--- config.mk ---
export PLATFORM = sky130hd
export DESIGN_NAME = mips_multicycle_control
export DESIGN_NICKNAME = d
export VERILOG_FILES = /design/src/rtl/mips_multicycle_control.sv
export SDC_FILE = /design/constraint.sdc
export NUM_CORES = 1
export LEC_CHECK = 0
export ABC_AREA = 1
export BUFFER_PORTS_ARGS = -buffer_cell sky130_fd_sc_hd__buf_4
export CORE_ASPECT_RATIO = 1.2
export CORE_MARGIN = 2
export CORE_UTILIZATION = 50
export CTS_CLUSTER_DIAMETER = 200
export DETAILED_ROUTE_END_ITERATION = 6
export GPL_TIMING_DRIVEN = 0
export PLACE_DENSITY_LB_ADDON = 0.15
export SETUP_SLACK_MARGIN = 0.4
export SYNTH_ARGS = -nofsm -noshare
export SYNTH_HDL_FRONTEND = slang
export SYNTH_SLANG_ARGS = --single-unit
--- constraint.sdc ---
create_clock -name clk -period 2.01 [get_ports clk]
set_input_delay 0.201 -clock clk [delete_from_list [all_inputs] [get_ports clk]]
set_output_delay 0.201 -clock clk [all_outputs]
set_load 0.05 [all_outputs]
--- src/rtl/mips_multicycle_control.sv ---
// ============================================================================
// Module : mips_multicycle_control
// Brief  : Main control FSM for the multicycle MIPS datapath.
// Rev    : 1.0
// ============================================================================
`default_nettype none

module mips_multicycle_control #(
    parameter int CNT_WIDTH = 16
) (
    input  logic                 clk,
    input  logic                 rst,
    input  logic [5:0]           opcode,
    input  logic                 mem_ready,
    output logic                 pc_write,
    output logic                 pc_write_cond,
    output logic                 iord,
    output logic                 mem_read,
    output logic                 mem_write,
    output logic                 ir_write,
    output logic                 mem_to_reg,
    output logic                 reg_dst,
    output logic                 reg_write,
    output logic                 alu_src_a,
    output logic [1:0]           alu_src_b,
    output logic [1:0]           alu_op,
    output logic [1:0]           pc_source,
    output logic [3:0]           state,
    output logic                 illegal_op,
    output logic [CNT_WIDTH-1:0] instr_count
);

    typedef enum logic [3:0] {
        S_FETCH  = 4'd0,
        S_DECODE = 4'd1,
        S_MEMADR = 4'd2,
        S_MEMRD  = 4'd3,
        S_MEMWB  = 4'd4,
        S_MEMWR  = 4'd5,
        S_EXEC   = 4'd6,
        S_RWB    = 4'd7,
        S_BRANCH = 4'd8,
        S_JUMP   = 4'd9
    } state_t;

    localparam logic [5:0] C_OP_RTYPE = 6'b000000;
    localparam logic [5:0] C_OP_LW    = 6'b100011;
    localparam logic [5:0] C_OP_SW    = 6'b101011;
    localparam logic [5:0] C_OP_BEQ   = 6'b000100;
    localparam logic [5:0] C_OP_J     = 6'b000010;

    state_t                 r_state;
    state_t                 w_next;
    logic                   r_illegal;
    logic                   w_illegal;
    logic                   w_retire;
    logic [CNT_WIDTH-1:0]   r_count;

    always_ff @(posedge clk) begin
        if (rst) begin
            r_state   <= S_FETCH;
            r_illegal <= 1'b0;
            r_count   <= '0;
        end else begin
            r_state   <= w_next;
            r_illegal <= w_illegal;
            if (w_retire) begin
                r_count <= r_count + 1'b1;
            end
        end
    end

    always_comb begin
        w_next        = r_state;
        w_illegal     = 1'b0;
        w_retire      = 1'b0;
        pc_write      = 1'b0;
        pc_write_cond = 1'b0;
        iord          = 1'b0;
        mem_read      = 1'b0;
        mem_write     = 1'b0;
        ir_write      = 1'b0;
        mem_to_reg    = 1'b0;
        reg_dst       = 1'b0;
        reg_write     = 1'b0;
        alu_src_a     = 1'b0;
        alu_src_b     = 2'b00;
        alu_op        = 2'b00;
        pc_source     = 2'b00;
        case (r_state)
            S_FETCH: begin
                mem_read  = 1'b1;
                alu_src_b = 2'b01;
                ir_write  = mem_ready;
                pc_write  = mem_ready;
                if (mem_ready) w_next = S_DECODE;
            end
            S_DECODE: begin
                alu_src_b = 2'b11;
                case (opcode)
                    C_OP_LW, C_OP_SW: w_next = S_MEMADR;
                    C_OP_RTYPE:       w_next = S_EXEC;
                    C_OP_BEQ:         w_next = S_BRANCH;
                    C_OP_J:           w_next = S_JUMP;
                    default: begin
                        w_next    = S_FETCH;
                        w_illegal = 1'b1;
                    end
                endcase
            end
            S_MEMADR: begin
                alu_src_a = 1'b1;
                alu_src_b = 2'b10;
                // Only lw/sw reach here; anything not lw is treated as the store.
                w_next    = (opcode == C_OP_LW) ? S_MEMRD : S_MEMWR;
            end
            S_MEMRD: begin
                mem_read = 1'b1;
                iord     = 1'b1;
                if (mem_ready) w_next = S_MEMWB;
            end
            S_MEMWB: begin
                reg_write  = 1'b1;
                mem_to_reg = 1'b1;
                w_next     = S_FETCH;
                w_retire   = 1'b1;
            end
            S_MEMWR: begin
                mem_write = 1'b1;
                iord      = 1'b1;
                if (mem_ready) begin
                    w_next   = S_FETCH;
                    w_retire = 1'b1;
                end
            end
            S_EXEC: begin
                alu_src_a = 1'b1;
                alu_op    = 2'b10;
                w_next    = S_RWB;
            end
            S_RWB: begin
                reg_write = 1'b1;
                reg_dst   = 1'b1;
                w_next    = S_FETCH;
                w_retire  = 1'b1;
            end
            S_BRANCH: begin
                alu_src_a     = 1'b1;
                alu_op        = 2'b01;
                pc_write_cond = 1'b1;
                pc_source     = 2'b01;
                w_next        = S_FETCH;
                w_retire      = 1'b1;
            end
            S_JUMP: begin
                pc_write  = 1'b1;
                pc_source = 2'b10;
                w_next    = S_FETCH;
                w_retire  = 1'b1;
            end
            default: w_next = S_FETCH;
        endcase
    end

    assign state       = r_state;
    assign illegal_op  = r_illegal;
    assign instr_count = r_count;

endmodule

`default_nettype wire
==> results.yml <==
finish:
  n_fill_cell: 210
  drive_above_1_share_pct: 37.04
  antennaDiodeCount: 0
  design_area_um2: 1963
  finalNetCount: 281
  syn_to_final_growth_pct: 43.03
synthesis:
  ys_types: 28
  synth.most_common_cell: "nand2_1"
  yosys.area_share.xor_xnor_pct: 0.6381
  synth_fp_nets: 229
  yosys_warnings: 0
  ys_ff_latch: 21
  synthArstFlopShare_pct: 0
  synth.top_cells.by_count: "nand2_1 (54), nor2_1 (38), inv_1 (28), dfxtp_1 (21), nand3_1 (20)"
  synthTopCellsByArea: "dfxtp_1 (31%), nand2_1 (15%), nor2_1 (10%), inv_1 (7.7%), nand3_1 (7.3%)"
  synthAdderAreaFrac_pct: 0.9116
  synth_area_per_cell_um2: 6.267
  synth_flop_cell: "dfxtp_1"
  synth.largest_area_cell: "dfxtp_1"
  muxShareOfSynthArea_pct: 0
  syn-cell-area_um2: 1373
  yosys.area_share.simple_pct: 43.85
  synthCells: 219
  synth_top_family_by_area: "simple AND/OR/NAND/NOR gates"
  seq_area_frac_synth_pct: 30.63
  synth_edf_count: 0
  synth-compound-area-share_pct: 12.12
  yosysTopAreaCellShare_pct: 30.63
sta:
  period_needed_ns: 1.663
  max_freq_mhz: 601.3
  hold_violations: 0
  grt_setup_unrepaired: "yes"
  setup_violations: 0
  min_period_over_period_pct: 82.73
  whs_ns: 0.08439
  setup_tns_ns: 0
  worst_pin_slew_ns: 0.4579
  clock_skew_ns: 0.006937
  max_slew_margin_pct: 69.47
  maxSlewViolCount: 0
setup_path:
  critPathLaunchType: "flop"
  cp_data_arrival_time_ns: 1.46
  ff2ff_path_depth: 9
  worstPathMaxFanout: 8
  crit_slowest_cell: "dfxtp_2"
  worstPathRequired_ns: 1.81
  cpPeakStageDelay_ns: 0.35
  crit_buf_inv: 3
  critPathTopFamily: "buffers and inverters"
  setup.reg_to_reg.worst_slack_ns: 0.47
  end_kind: "output pin"
  timing.rr.end: "instr_count[6]"
  worstSetupPathType: "reg2out"
  cp_cell_sequence: "buf_8, inv_6, nand2_4, or2_4, o21ai_2, buf_6"
  reg2reg_from: "state[0]"
clocking:
  numCtsBuffers: 3
  cts_root_buf: "clkbuf_4"
  cts_tree: "built"
  clk_path_buf_depth: 2
  htree_levels: 1
  insertion_delay_ns: 0.31
  clk_pin_slew_ns: 0.11
  cts_sinks: 21
power_and_ir_drop:
  power_switching_mw: 0.2623
  pwr-share-seq_pct: 51.2
  max-vdd-ir-drop_mv: 0.4730
  power.internal_mw: 0.5636
  share_comb_of_total_power_pct: 24.3
  swShare_pct: 31.76
  clock_power_share_pct: 24.5
  powerDensity_nw_per_um2: 420.7
  p_leak_nw: 0.8905
grt:
  track_usage_pct: 22.85
  grt_max_degree: 12
  antenna_found_initial: 0
  grt_pass1_vias: 1339
  grt_pass1_wl_um: 5540
  grt_overflow_total: 0
detailed_routing:
  drtAntennaViolNets: 0
  totalWireLength_um: 3703
  drt_drc_violations_left: 0
  route.vias.total: 1586
  wire_per_inst_um: 12.22
  drt-initial-drc-count: 37
  drtPass1Iterations: 4
  viasPerCell: 5.234
hold_path:
  hp-class: "in2reg"
  whs_path_depth: 2
  min_to: "instr_count[5]"
  min-delay-start: "rst"
job:
  max_cap_viol_count: 0
floorplanning:
  start_util_pct: 53.25
  die_area_um2: 3182
  io_pins: 46
  die_w_um: 51.83
  rows: 20
  die_h_um: 61.40
  coreArea_um2: 2577
place:
  gp_congestion: 0.8339
  hpwl_um: 2657
  dpl_cell_area_um2: 1832
  io_buffer_count: 45
run_status:
  outcome: "finished, final reports clean"
[worst max-delay path by stage]
stage,from,to,slack [ns],depth (start not counted)
2_1_floorplan,instr_count[0],instr_count[10],0.41,7
3_3_place_gp,state[0],instr_count[8],0.46,9
5_1_grt,state[0],alu_src_a,0.31,6
6_report,state[0],alu_src_a,0.35,6
3_5_place_dp,state[0],instr_count[6],0.45,9
4_1_cts,state[0],alu_src_a,0.35,6
[stage by stage]
step	utilization [%]	setup WS, ns	std cells	power [mW]
floorplan	-	0.4108	219	0.5620
CTS	74.51	0.3506	303	0.8204
global placement	71.07	0.4639	297	0.6129
finish	76.17	0.3471	303	0.8259
global route	76.17	0.3069	303	0.8569
detailed placement	71.07	0.4517	297	0.6147
[sequential cells by signal, indices dropped and copies added, names as in the netlist]
| signal | cells |
|---|---|
| instr_count | 16 |
| illegal_op | 1 |
| state | 4 |
[cell type report]
type / instances / area (µm²) / area share [%]
sequential: 21 / 437.9 / 22.31
clock buffer: 4 / 26.28 / 1.338
buffer: 6 / 60.06 / 3.059
inverter: 29 / 116.4 / 5.927
multi-input combinational: 163 / 894.6 / 45.57
timing repair buffer: 47 / 386.6 / 19.69
tap: 33 / 41.29 / 2.103
[cell families after synthesis]
| logic type | count (synthesis) |
|---|---|
| and+or+nand+nor | 136 |
| DFF | 21 |
| xor gates and xnor gates | 1 |
| buffers and inverters | 35 |
| adders and majority gates | 1 |
| AOI/OAI and AO/OA | 25 |
[placed cells by master, fill, tap and decap left out, drive strengths merged]
cell type,count
nand2,54
buf,51
nor2,41
inv,29
nand3,23
dfxtp,21
a21oi,17
nand4,8
nor3,6
clkbuf,6
o21ai,4
o22ai,2
or2,1
nor3b,1
and3,1
nand3b,1
xor2,1
o21bai,1
a21o,1
ha,1
[repair_timing]
item / 4_1_cts / 5_1_grt
hold buffers: 0 / 0
setup endpoints to repair: 14 / 17
resized for setup: 15 / 13
hold endpoints to repair: 0 / 0
pin swaps: 2 / 1
setup buffers: 2 / 0
[metal layers]
metal | global-route usage (%) | share of wire, %
met1 | 26.02 | 41
met2 | 42.86 | 53
met3 | 2.184 | 3.2
met4 | 10.53 | 1.9
met5 | 0 | 0
[power groups by stage]
stage / sequential [mW] / combinational, mW / clock (mW)
2_1_floorplan: 0.450 / 0.112 / 0
3_3_place_gp: 0.433 / 0.180 / 0
3_5_place_dp: 0.433 / 0.182 / 0
4_1_cts: 0.422 / 0.190 / 0.208
5_1_grt: 0.423 / 0.212 / 0.222
6_report: 0.423 / 0.200 / 0.203
(Power assumes the default switching activity.)
